===== config.mk =====
export PLATFORM = sky130hd
export DESIGN_NAME = board_draw_scheduler
export DESIGN_NICKNAME = d
export VERILOG_FILES = /design/src/rtl/board_draw_scheduler.sv
export SDC_FILE = /design/constraint.sdc
export NUM_CORES = 1
export LEC_CHECK = 0
export BUFFER_PORTS_ARGS = -buffer_cell sky130_fd_sc_hd__buf_2
export CORE_ASPECT_RATIO = 1.5
export CORE_MARGIN = 1
export CORE_UTILIZATION = 55
export CTS_BUF_LIST = sky130_fd_sc_hd__clkbuf_4 sky130_fd_sc_hd__clkbuf_8
export DETAILED_ROUTE_END_ITERATION = 7
export PLACE_DENSITY = 0.85
export SYNTH_ARGS = -nofsm -noshare
export SYNTH_HDL_FRONTEND = slang
export SYNTH_SLANG_ARGS = --single-unit

===== constraint.sdc =====
create_clock -name clk -period 4.3 [get_ports clk]
set_input_delay 0.43 -clock clk [delete_from_list [all_inputs] [get_ports clk]]
set_output_delay 0.43 -clock clk [all_outputs]
set_load 0.01 [all_outputs]

===== src/rtl/board_draw_scheduler.sv =====
// Redraw scheduler for the 4x4 sliding-puzzle board: keeps a pending-tile mask and
// hands one glyph job at a time (tile value + pixel origin) to the glyph drawer.
module board_draw_scheduler #(
    parameter int X_ORIGIN = 20,
    parameter int Y_ORIGIN = 0,
    parameter int PITCH    = 30,
    parameter int TIMEOUT  = 255
) (
    input  logic        clk,
    input  logic        resetn,
    input  logic [63:0] board,
    input  logic        redraw_all,
    input  logic        redraw_tile,
    input  logic [3:0]  redraw_idx,
    output logic        glyph_start,
    output logic [3:0]  glyph_value,
    output logic [7:0]  glyph_x,
    output logic [6:0]  glyph_y,
    input  logic        glyph_done,
    output logic        busy,
    output logic        frame_done,
    output logic        err
);

    typedef enum logic [1:0] {
        IDLE  = 2'd0,
        ISSUE = 2'd1,
        WAIT  = 2'd2
    } state_t;

    localparam logic [7:0] TMO_LAST = 8'(TIMEOUT - 1);

    state_t      state_reg;
    logic [15:0] mask_reg;
    logic [7:0]  tmo_cnt_reg;

    logic [15:0] req_bits;
    logic [15:0] mask_merged;
    logic [3:0]  first_idx;
    logic [7:0]  job_x;
    logic [6:0]  job_y;

    genvar gi;
    generate
        for (gi = 0; gi < 16; gi++) begin : g_req
            assign req_bits[gi] = redraw_all | (redraw_tile & (redraw_idx == 4'(gi)));
        end
    endgenerate

    assign mask_merged = mask_reg | req_bits;

    // Lowest pending tile wins, so a frame is drawn in index order.
    always_comb begin
        first_idx = 4'd0;
        for (int i = 15; i >= 0; i--) begin
            if (mask_reg[i]) begin
                first_idx = 4'(i);
            end
        end
    end

    assign job_x = 8'(X_ORIGIN + PITCH * int'(first_idx[1:0]));
    assign job_y = 7'(Y_ORIGIN + PITCH * int'(first_idx[3:2]));

    always_ff @(posedge clk or negedge resetn) begin
        if (!resetn) begin
            state_reg   <= IDLE;
            mask_reg    <= '0;
            tmo_cnt_reg <= '0;
            glyph_start <= 1'b0;
            glyph_value <= '0;
            glyph_x     <= '0;
            glyph_y     <= '0;
            busy        <= 1'b0;
            frame_done  <= 1'b0;
            err         <= 1'b0;
        end else begin
            glyph_start <= 1'b0;
            frame_done  <= 1'b0;
            if (redraw_all) begin
                err <= 1'b0;
            end

            unique case (state_reg)
                IDLE: begin
                    mask_reg <= mask_merged;
                    if (mask_reg != '0) begin
                        state_reg <= ISSUE;
                        busy      <= 1'b1;
                    end else begin
                        busy <= (mask_merged != '0);
                    end
                end

                ISSUE: begin
                    // A same-cycle request for the issued tile keeps its bit set.
                    mask_reg    <= (mask_reg & ~(16'd1 << first_idx)) | req_bits;
                    glyph_start <= 1'b1;
                    glyph_value <= board[{first_idx, 2'b00} +: 4];
                    glyph_x     <= job_x;
                    glyph_y     <= job_y;
                    tmo_cnt_reg <= '0;
                    state_reg   <= WAIT;
                    busy        <= 1'b1;
                end

                WAIT: begin
                    mask_reg    <= mask_merged;
                    tmo_cnt_reg <= tmo_cnt_reg + 8'd1;
                    busy        <= 1'b1;
                    if (glyph_done || (tmo_cnt_reg == TMO_LAST)) begin
                        if (!glyph_done) begin
                            err <= 1'b1;
                        end
                        if (mask_merged != '0) begin
                            state_reg <= ISSUE;
                        end else begin
                            state_reg  <= IDLE;
                            frame_done <= 1'b1;
                            busy       <= 1'b0;
                        end
                    end
                end

                default: begin
                    state_reg <= IDLE;
                    busy      <= (mask_reg != '0);
                end
            endcase
        end
    end

endmodule


# Yosys cells after proc, flatten, opt, wreduce, memory -nomap -nowiden
# Index checks and enable logic that the tools add are counted.
dict set report op_classes {
  addsub 2
  mul 2
  n_eq_ne 20
  n_shift 2
  muxes 34
  bitwise_logic 36
  reduce_logical 9
}
# op n
set ops {}
lappend ops {{$mux W4} 16}
lappend ops {{$shiftx A64 B7 Y4} 1}
lappend ops {{$eq A4 B4 Y1 const B} 8}
lappend ops {{$or A16 B16 Y16} 2}
lappend ops {{$pmux W16 S2} 1}
lappend ops {{$reduce_bool A16 Y1} 2}
lappend ops {{$and A1 B1 Y1} 16}
lappend ops {{$and A16 B16 Y16} 1}
lappend ops {{$eq A4 B3 Y1 const B} 4}
lappend ops {{$not A16 Y16} 1}
lappend ops {{$or A1 B1 Y1} 16}
lappend ops {{$pmux W8 S2} 1}
lappend ops {{$shl A1 B4 Y16 const A} 1}
lappend ops {{$mul A4 B2 Y6 const A} 2}
lappend ops {{$mux W1} 12}
lappend ops {{$add A5 B7 Y8 const A} 1}
lappend ops {{$add A8 B1 Y8 const B} 1}
lappend ops {{$eq A4 B2 Y1 const B} 2}
lappend ops {{$eq A8 B8 Y1 const B} 1}
lappend ops {{$pmux W2 S3} 1}
lappend ops {{$eq A4 B1 Y1 const B} 1}
lappend ops {{$logic_not A4 Y1} 1}
lappend ops {{$mux W2} 2}
lappend ops {{$ne A2 B2 Y1 const B} 2}
lappend ops {{8 further kinds} 9}
dict set report word_totals {
  regBits 48
  output_inout_bits 23
}

# Longest topological paths before layout
# Gate-level depths: netlist of run 1.
dict set report logic_depth {
  depth_word 21
  mapped_depth 11
  ltp_nobuf 9
}

# Worst setup path after synthesis of run 1
# No wires, ideal clock.
dict set report synth_path {
  kind {register to register}
  startpoint {reg mask_reg[6]}
  endpoint {reg glyph_x[5]}
  setup_ns 0.125
  t_arrival_ns 2.139
  setup_slack_ns 2.036
  stages_incl_launch_ff 10
  path_buffers 2
  cell_sequence {dfrtp_1 > or4_1 > a21oi_2 > or2_1 > inv_2 > buf_6 > buf_4 > ha_1 > xnor2_1 > mux2_2}
}
dict set report synth_via {
  elab_chain_cells 9
}
# element line_no
set synth_lines {}
lappend synth_lines {{start, declared} 34} ;# logic [15:0] mask_reg;
lappend synth_lines {{start signal, assigned} 86} ;# mask_reg <= mask_merged;
lappend synth_lines {{start signal, assigned} 97} ;# mask_reg <= (mask_reg & ~(16'd1 << first_idx)) | req_bits;
lappend synth_lines {{start signal, assigned} 108} ;# mask_reg <= mask_merged;
lappend synth_lines {{$mux W4 (7 in series)} 56} ;# if (mask_reg[i]) begin
lappend synth_lines {{$mul A4 B2 Y6} 62} ;# assign job_x = 8'(X_ORIGIN + PITCH * int'(first_idx[1:0]));
lappend synth_lines {{$add A5 B7 Y8} 62}
lappend synth_lines {{end signal, assigned} 100} ;# glyph_x <= job_x;
lappend synth_lines {{end, declared} 17} ;# output logic [7:0] glyph_x,
# Every way passes these cells.
# A chain may end at the register's enable or synchronous reset.

# Worst setup path in the final report of run 1
dict set report layout_path {
  startpoint {reg mask_reg[8]}
  endpoint {reg glyph_x[7]}
}
dict set report layout_via {
  elab_chain_cells 11
}
# element line_no
set layout_lines {}
lappend layout_lines {{$mux W4 (9 in series)} 56}
lappend layout_lines {{$mul A4 B2 Y6} 62}
lappend layout_lines {{$add A5 B7 Y8} 62}
# Every way passes these cells.

==> out/qor.yml, run 1 <==
clk_pin_slew_ns: 0.10
largest_reg_flops: 16
antenna_cells: 0
hpwl_mm: 6.45
start_util_pct: 56.9
die_y_um: 93.9
p_sw_w: 0.000627
path_max_fanout: 23
port_buffers: 93
place_area_um2: 3540
post_drt_wl_per_cell_um: 16.4
hold_buffers: 0
whs_ns: 0.296
place_congestion: 0.962
htree_levels: 2
stdcell_count: 503
synth_top_area_share_pct: 37.1
dieArea_um2: 5950
worst_setup_path_start_kind: "flip-flop"
placed_cells: 495
cts_buffer_depth: 2
design.core.area_um2: 5450
cts_tree: "built"
p_total_w: 0.00159
clkPwrFrac_pct: 20.9
grt_start_max_net_pins: 47
finClkSkew_ns: 0.0115
via_per_inst: 5.92
path_buf_inv: 2
post_cts_buffers: 0
clk_latency_ns: 0.31
clock_sinks: 46
layout-drive-gt1-share_pct: 27.9
grt_pass1_vias: 3013
rr_worst_depth: 9
hold_viol: 0
grt_pass1_wl_mm: 13.4
synth_seq_cells: 46
syn_inst: 346
leakage_nw: 1.71
dr.pass1.iters: 4
finalMaxSlewViolations: 0
globalRouteTotalUtil_pct: 29.1
drt_iter0_drc: 131
cpPeakStageDelay_ns: 0.49
finalSetupViolations: 0
setup_tns_ns: 0
cts_inserted_buffers: 5
synth_seq_area_share_pct: 37.1
max_cap_viol_count: 0
fmax_mhz: 350
cts_repair_resize_count: 0
ys.flop_type: "dfrtp_1"
intPower_w: 0.000965
tightest_slew_ns: 1.02
async_reset_ff_share_pct: 100
reg2reg_from: "mask_reg[8]"
rsz0062_at_grt: "no"
wl_met3_um: 504
comb_power_share_pct: 43.5
yosysUniqueCellTypes: 53
required_ns: 4.47
synth_area_leader_cell: "dfrtp_1"
avgSynthCellArea_um2: 8.96
mostFrequentLayoutCells: "buf_2, nand2_1, dfrtp_1"
cp_top_family: "compound AO/OA/AOI/OAI gates"
nets: 522
rrSetupSlack_ns: 1.45
seqPwrFrac_pct: 35.6
highest_layer: "met4"
relSlewSlack_pct: 32.1
vias: 2980
r2r-end: "glyph_x[7]"
hold_path.class: "in2async"
final_common_cell: "buf_2"
area_delta_synth_final_pct: 17.8
routedLengthMet1_mm: 2.88
wl_met2_mm: 4.46
postLayoutCellArea_um2: 3650
swShare_pct: 39.4
status: "completed"
peakVddDrop_uv: 265
cts-root-buf: "clkbuf_8"
ys_warn_count: 0
rows: 33
ant_nets: 0
fin_crit_sh_pct: 66.4
ios: 96
overflow: 0
powerDensity_nw_per_um2: 436
yosys-top-cells-area: "dfrtp_1, ha_1, mux2i_1"
worstPathCellList: "inv_1, a221oi_1, a21oi_2, or2_1, inv_2, ha_1, o21ai_0, nand4_1, o21ai_0"
mappedNetlistArea_um2: 3100
cp-end-kind: "flip-flop"
slowest_stage: "a221oi_1"
synth_edf_count: 0
die_w_um: 63.3
critPathArrivalTime_ns: 3.03
wl_mm: 8.27
grt_antenna_before_repair: 0
crit_type: "reg2reg"
cpMostUsedCell: "o21ai_0"
drc: 0
fin_crit_ns: 2.85
stage by stage:
| step | utilization, % | worst slack (ns) |
|---|---|---|
| after floorplan | - | 2.04 |
| after global placement | 64.9 | 1.57 |
| after detailed placement | 64.9 | 1.48 |
| after CTS | 67.0 | 1.47 |
| after global routing | 67.0 | 1.25 |
| final | 67.0 | 1.45 |
cell families (layout without fill, tap and decap cells):
family                   after synthesis  in the layout  share of synthesized area (%)
AO/OA/AOI/OAI                         92             92                           19.3
XOR/XNOR                               2              2                          0.565
buffers and inverters                 33            119                           6.10
adder cells (fa/ha/maj)               17             17                           6.86
other                                  1              2                          0.121
AND/OR/NAND/NOR                      121            121                           18.2
flip-flops                            46             46                           37.1
multiplexers                          34             34                           11.6
worst max-delay path by stage:
stage	startpoint	end	slack (ns)	cells past startpoint
after CTS	mask_reg[8]	glyph_x[7]	1.47	9
final	mask_reg[8]	glyph_x[7]	1.45	9
after floorplan	mask_reg[6]	glyph_x[5]	2.04	9
after global placement	mask_reg[8]	glyph_x[7]	1.57	9
after detailed placement	mask_reg[8]	glyph_x[7]	1.48	9
after global routing	mask_reg[8]	glyph_x[7]	1.25	9
routing by layer:
metal / track usage, % / up-vias
met5: 0 / -
met4: 19.9 / 0
met3: 5.58 / 38
met2: 54.3 / 141
met1: 28.4 / 1376
li1: - / 1425
worst register-to-register path, stage by stage (launching register included):
cell and delay [ns]:
dfrtp_1 0.45, inv_1 0.07, a221oi_1 0.49, a21oi_2 0.12, or2_1 0.45, inv_2 0.45, ha_1 0.35, o21ai_0 0.13
nand4_1 0.11, o21ai_0 0.10
layout make-up:
type / count / area [um^2]
fill: 452 / 1800
multi-input combinational: 268 / 1760
sequential: 46 / 1150
timing repair buffer: 94 / 473
tap: 70 / 87.6
clock buffer: 5 / 68.8
inverter: 17 / 63.8
clock inverter: 3 / 43.8
cells in the mapped netlist (all sizes together) (8+ instances only):
| master | instances |
|---|---|
| a21oi | 22 |
| a32oi | 8 |
| buf | 10 |
| dfrtp | 46 |
| ha | 17 |
| inv | 16 |
| mux2 | 13 |
| mux2i | 21 |
| nand2 | 55 |
| nand3 | 9 |
| nor2 | 19 |
| nor3 | 8 |
| o21ai | 31 |
power groups by stage:
stage	Sequential (W)	Combinational, W	Clock [W]
floorplan	0.000587	0.000487	0
global placement	0.000572	0.000676	0
detailed placement	0.000575	0.000690	0
CTS	0.000566	0.000693	0.000334
global route	0.000575	0.000772	0.000353
finish	0.000567	0.000692	0.000333
Power figures use the tool's default switching activity.
==> run 2, diff against run 1 <==
--- a/config.mk
+++ b/config.mk
@@ -5,13 +5,14 @@
 export SDC_FILE = /design/constraint.sdc
 export NUM_CORES = 1
 export LEC_CHECK = 0
+export ABC_AREA = 1
 export BUFFER_PORTS_ARGS = -buffer_cell sky130_fd_sc_hd__buf_2
 export CORE_ASPECT_RATIO = 1.5
 export CORE_MARGIN = 1
-export CORE_UTILIZATION = 55
+export CORE_UTILIZATION = 50
 export CTS_BUF_LIST = sky130_fd_sc_hd__clkbuf_4 sky130_fd_sc_hd__clkbuf_8
 export DETAILED_ROUTE_END_ITERATION = 7
-export PLACE_DENSITY = 0.85
+export PLACE_DENSITY = 0.8
 export SYNTH_ARGS = -nofsm -noshare
 export SYNTH_HDL_FRONTEND = slang
 export SYNTH_SLANG_ARGS = --single-unit
==> constraint.sdc (replaced) <==
create_clock -name clk -period 2.45 [get_ports clk]
set_input_delay 0.245 -clock clk [delete_from_list [all_inputs] [get_ports clk]]
set_output_delay 0.245 -clock clk [all_outputs]
set_load 0.01 [all_outputs]
==> run 2 against run 1 <==
The flow now finishes with violations (design-rule violations). Synthesized area rose by 15%. Sequential power grew 94%. Via count grew 27%. Synthesized cell count rose by 55%. Fmax is 30% higher. Critical endpoint is now glyph_value[2]. Largest power group unchanged.
==> out/qor.yml, run 2 <==
synth_seq_area_share_pct: 32.3
crit_type: "reg2reg"
design.core.area_um2: 6850
via_per_inst: 5.38
antenna_cells: 0
place_congestion: 0.962
slowest_stage: "dfrtp_1"
clock_sinks: 46
grt_antenna_before_repair: 0
clk_latency_ns: 0.31
cts_buffer_depth: 2
cts_inserted_buffers: 5
setup_tns_ns: 0
start_util_pct: 51.9
cp_top_family: "simple AND/OR/NAND/NOR gates"
grt_start_max_net_pins: 47
comb_power_share_pct: 53.5
worst_setup_path_start_kind: "flip-flop"
cts_tree: "built"
fin_crit_sh_pct: 89.4
synth_seq_cells: 46
ios: 96
p_sw_w: 0.00162
yosysUniqueCellTypes: 34
nets: 715
reg2reg_from: "mask_reg[14]"
tightest_slew_ns: 0.687
swShare_pct: 47.5
path_buf_inv: 2
hold_path.class: "in2async"
leakage_nw: 2.29
cts_repair_resize_count: 0
hold_buffers: 0
async_reset_ff_share_pct: 100
largest_reg_flops: 16
violations: "design-rule violations"
clk_pin_slew_ns: 0.10
status: "finished with violations"
peakVddDrop_uv: 474
fmax_mhz: 457
yosysMostFrequentCell: "nand2_1"
utilization_pct: 61.0
mostFrequentLayoutCells: "nand2_1, buf_2, inv_1"
nFillCells: 645
hold_viol: 0
powerDensity_nw_per_um2: 819
fin_crit_ns: 2.19
dr.pass1.iters: 8
r2r-end: "glyph_value[2]"
wl_mm: 9.62
drt_iter0_drc: 255
syn_inst: 535
ys_warn_count: 0
rr_worst_depth: 24
drc: 2
htree_levels: 2
synth_area_leader_cell: "dfrtp_1"
ant_nets: 0
cpMostUsedCell: "nand2_1"
relSlewSlack_pct: 54.2
place_area_um2: 4080
clkPwrFrac_pct: 14.4
globalRouteTotalUtil_pct: 27.0
synth_common_cells: "nand2_1, inv_1, nand3_1, dfrtp_1, nor2_1"
mappedNetlistArea_um2: 3560
die_y_um: 105
final_common_cell: "nand2_1"
die_w_um: 70.9
area_delta_synth_final_pct: 17.4
cts-root-buf: "clkbuf_8"
finalSetupViolations: 0
vias: 3786
worstPathCellList: "inv_1, nand2_1, nand2_1, nand2_1, nand2_1, nand2_1, nand2_1, nand2_1, nand2_1, nand2_1, nand2_1, nand2_1, nand2_1, nand2_2, nand2_4, nand2_4, buf_6, nand2_1, nand3_1, nand3_1, nand3_1, nand2_1, nand2_1, nand2_1"
seqPwrFrac_pct: 32.1
cp-end-kind: "flip-flop"
critPathArrivalTime_ns: 2.40
rsz0062_at_grt: "no"
port_buffers: 93
ys.flop_type: "dfrtp_1"
p_total_w: 0.00342
overflow: 0
finalMaxSlewViolations: 0
rows: 37
synth_top_area_share_pct: 32.3
post_cts_buffers: 0
postLayoutCellArea_um2: 4180
hpwl_mm: 7.54
avgSynthCellArea_um2: 6.65
cpPeakStageDelay_ns: 0.40
required_ns: 2.66
path_max_fanout: 32
grt_pass1_wl_mm: 15.9
grt_pass1_vias: 3659
whs_ns: 0.00967
rrSetupSlack_ns: 0.26
max_cap_viol_count: 0
synth_edf_count: 0
post_drt_wl_per_cell_um: 13.7
finClkSkew_ns: 0.00818
yosys-top-cells-area: "dfrtp_1, nand2_1, nand3_1"
layout-drive-gt1-share_pct: 20.3
intPower_w: 0.00180
dieArea_um2: 7470
run 2: cell types whose count changed after synthesis, moves of 14 or more:
cell,change
inv_1,+78
nand3_1,+72
nand2_1,+69
mux2i_1,-21
o21ai_1,+21
nand3b_1,+15
a21oi_1,-14
o21ai_0,-14
run 2: worst max-delay path by stage:
stage | from | slack [ns] | cells past startpoint | to
2_1_floorplan | mask_reg[14] | 0.38 | 22 | mask_reg[3]
3_3_place_gp | mask_reg[14] | 0.27 | 23 | glyph_value[2]
3_5_place_dp | mask_reg[13] | 0.24 | 23 | glyph_value[2]
4_1_cts | mask_reg[15] | 0.23 | 23 | glyph_value[2]
5_1_grt | mask_reg[14] | 0.02 | 24 | glyph_value[2]
6_report | mask_reg[14] | 0.26 | 24 | glyph_value[2]
run 2: routing by layer:
metal	up-vias	GRT usage [%]	part of all wire, %
li1	1896	-	-
met1	1705	28.6	39
met2	147	49.0	50
met3	38	2.87	4.5
met4	0	18.4	6.4
met5	-	0	0
run 2: power by group through the flow:
stage | clock [W] | sequential, W | combinational [W]
2_1_floorplan | 0 | 0.00112 | 0.00132
3_3_place_gp | 0 | 0.00110 | 0.00176
3_5_place_dp | 0 | 0.00111 | 0.00179
4_1_cts | 0.000496 | 0.00109 | 0.00180
5_1_grt | 0.000519 | 0.00112 | 0.00207
6_report | 0.000492 | 0.00110 | 0.00183
run 2: final cells by class:
type                            instances  area [um^2]  share of cell area [%]
Clock buffer                            5         68.8                    1.65
Clock inverter                          3         23.8                   0.569
Inverter                              103          387                    9.26
Multi-Input combinational cell        364         1890                    45.1
Sequential cell                        46         1150                    27.6
Tap cell                               78         97.6                    2.34
Timing Repair Buffer                  105          563                    13.5
run 2: metrics by stage:
step                instances  setup WS (ns)
floorplan                 536          0.384
global placement          696          0.272
detailed placement        696          0.238
CTS                       704          0.228
global route              704         0.0231
finish                    704          0.260
run 2: kinds of logic after synthesis:
logic type	after synthesis	synth area share (%)
compound gates	67	10.9
xor+xnor	1	0.246
fa+ha+maj	17	5.98
buf+inv	126	14.8
flops	46	32.3
other cells	1	0.105
simple gates	277	35.6
==> run 3, diff against run 2 <==
--- a/config.mk
+++ b/config.mk
@@ -13,6 +13,7 @@
 export CTS_BUF_LIST = sky130_fd_sc_hd__clkbuf_4 sky130_fd_sc_hd__clkbuf_8
 export DETAILED_ROUTE_END_ITERATION = 7
 export PLACE_DENSITY = 0.8
+export RECOVER_POWER = 50
 export SYNTH_ARGS = -nofsm -noshare
 export SYNTH_HDL_FRONTEND = slang
 export SYNTH_SLANG_ARGS = --single-unit
==> run 3 against run 2 <==
The run now ends clean. Sequential power barely moved. Via count up 0.53%. Clock skew hardly changed. Sequential share of layout area up 0.099 points.
==> out/qor.yml, run 3 (synthesis results as in run 2) <==
start_util_pct: 51.9
grt_pass1_vias: 3659
vias: 3806
globalRouteTotalUtil_pct: 27.0
status: "completed"
clk_pin_slew_ns: 0.10
post_cts_buffers: 0
worst_slack_ns: 0.262
relSlewSlack_pct: 24.0
fin_crit_ns: 2.19
hold_buffers: 0
path_max_fanout: 32
cts_buffer_depth: 2
nets: 715
ios: 96
slowest_stage: "dfrtp_1"
setup_tns_ns: 0
drt_iter0_drc: 253
dieArea_um2: 7470
leakage_nw: 2.25
cts-root-buf: "clkbuf_8"
grt_start_max_net_pins: 47
die_y_um: 105
fin_crit_sh_pct: 89.3
place_congestion: 0.962
die_w_um: 70.9
max_cap_viol_count: 0
worst_setup_path_start_kind: "flip-flop"
powerDensity_nw_per_um2: 819
place_area_um2: 4080
layout-drive-gt1-share_pct: 18.7
cpPeakStageDelay_ns: 0.40
cts_tree: "built"
cts_inserted_buffers: 5
postLayoutCellArea_um2: 4160
path_buf_inv: 2
htree_levels: 2
rows: 37
cpMostUsedCell: "nand2_1"
crit_type: "reg2reg"
hpwl_mm: 7.54
clock_sinks: 46
worstPathCellList: "inv_1, nand2_1, nand2_1, nand2_1, nand2_1, nand2_1, nand2_1, nand2_1, nand2_1, nand2_1, nand2_1, nand2_1, nand2_1, nand2_2, nand2_4, nand2_4, buf_6, nand2_1, nand3_1, nand3_1, nand3_1, nand2_1, nand2_1, nand2_1"
mostFrequentLayoutCells: "nand2_1, inv_1, buf_2"
dr.pass1.iters: 7
utilization_pct: 60.7
clk_latency_ns: 0.31
final_common_cell: "nand2_1"
peakVddDrop_uv: 471
port_buffers: 93
required_ns: 2.66
wl_mm: 9.62
tightest_slew_ns: 1.14
critPathArrivalTime_ns: 2.40
cp_top_family: "simple AND/OR/NAND/NOR gates"
drc: 0
finClkSkew_ns: 0.00830
hold_viol: 0
nFillCells: 651
hold_path.class: "in2reg"
largest_reg_flops: 16
design.core.area_um2: 6850
p_total_w: 0.00341
pre_cts_ws_ns: 0.238
finalSetupViolations: 0
fmax_mhz: 457
cts_repair_resize_count: 0
ant_nets: 0
area_delta_synth_final_pct: 16.9
post_drt_wl_per_cell_um: 13.7
via_per_inst: 5.41
grt_pass1_wl_mm: 15.9
overflow: 0
rsz0062_at_grt: "no"
grt_antenna_before_repair: 0
cp-end-kind: "flip-flop"
finalMaxSlewViolations: 0
antenna_cells: 0
## run 3: cell count changes in the layout (fill, tap and decap cells not counted), sizes merged
cell    delta
buf       -11
clkbuf    +11
## run 3: layout make-up
class / instances / area, um^2 / area share, %
Inverter: 103 / 387 / 9.29
Sequential cell: 46 / 1150 / 27.7
Multi-Input combinational cell: 364 / 1890 / 45.3
Clock inverter: 3 / 23.8 / 0.571
Clock buffer: 5 / 68.8 / 1.65
Timing Repair Buffer: 105 / 548 / 13.2
Tap cell: 78 / 97.6 / 2.35
## run 3: stage by stage
| step | hold slack [ns] | instances |
|---|---|---|
| finish | 0.136 | 704 |
| detailed placement | 0.371 | 696 |
| global placement | 0.370 | 696 |
| floorplan | -0.0506 | 536 |
| CTS | 0.0348 | 704 |
| global route | 0.130 | 704 |
## run 3: final timing paths
check,from,end,slack (ns),depth (start not counted)
max in group asynchronous,resetn,tmo_cnt_reg[1],1.52,2
min in group asynchronous,resetn,mask_reg[15],0.23,2
worst min-delay path,glyph_done,err,0.14,2
worst max register to register,mask_reg[14],glyph_value[2],0.26,24
worst min register to register,glyph_y[2],glyph_y[2],0.48,2
worst max-delay path,mask_reg[14],glyph_value[2],0.26,24
## run 3: power by group
group	switching (W)	total, W	internal [W]
Clock	0.000287	0.000492	0.000204
Combinational	0.00119	0.00182	0.000626
Sequential	0.000143	0.00110	0.000955
Total	0.00162	0.00341	0.00179
## run 3: layer usage
metal	GRT usage (%)	wire length [um]	vias to the layer above	part of all wire (%)
met1	28.6	3730	1716	39
met4	18.4	633	0	6.6
met2	49.0	4810	153	50
li1	-	-	1897	-
met5	0	0	-	0
met3	2.87	446	40	4.6
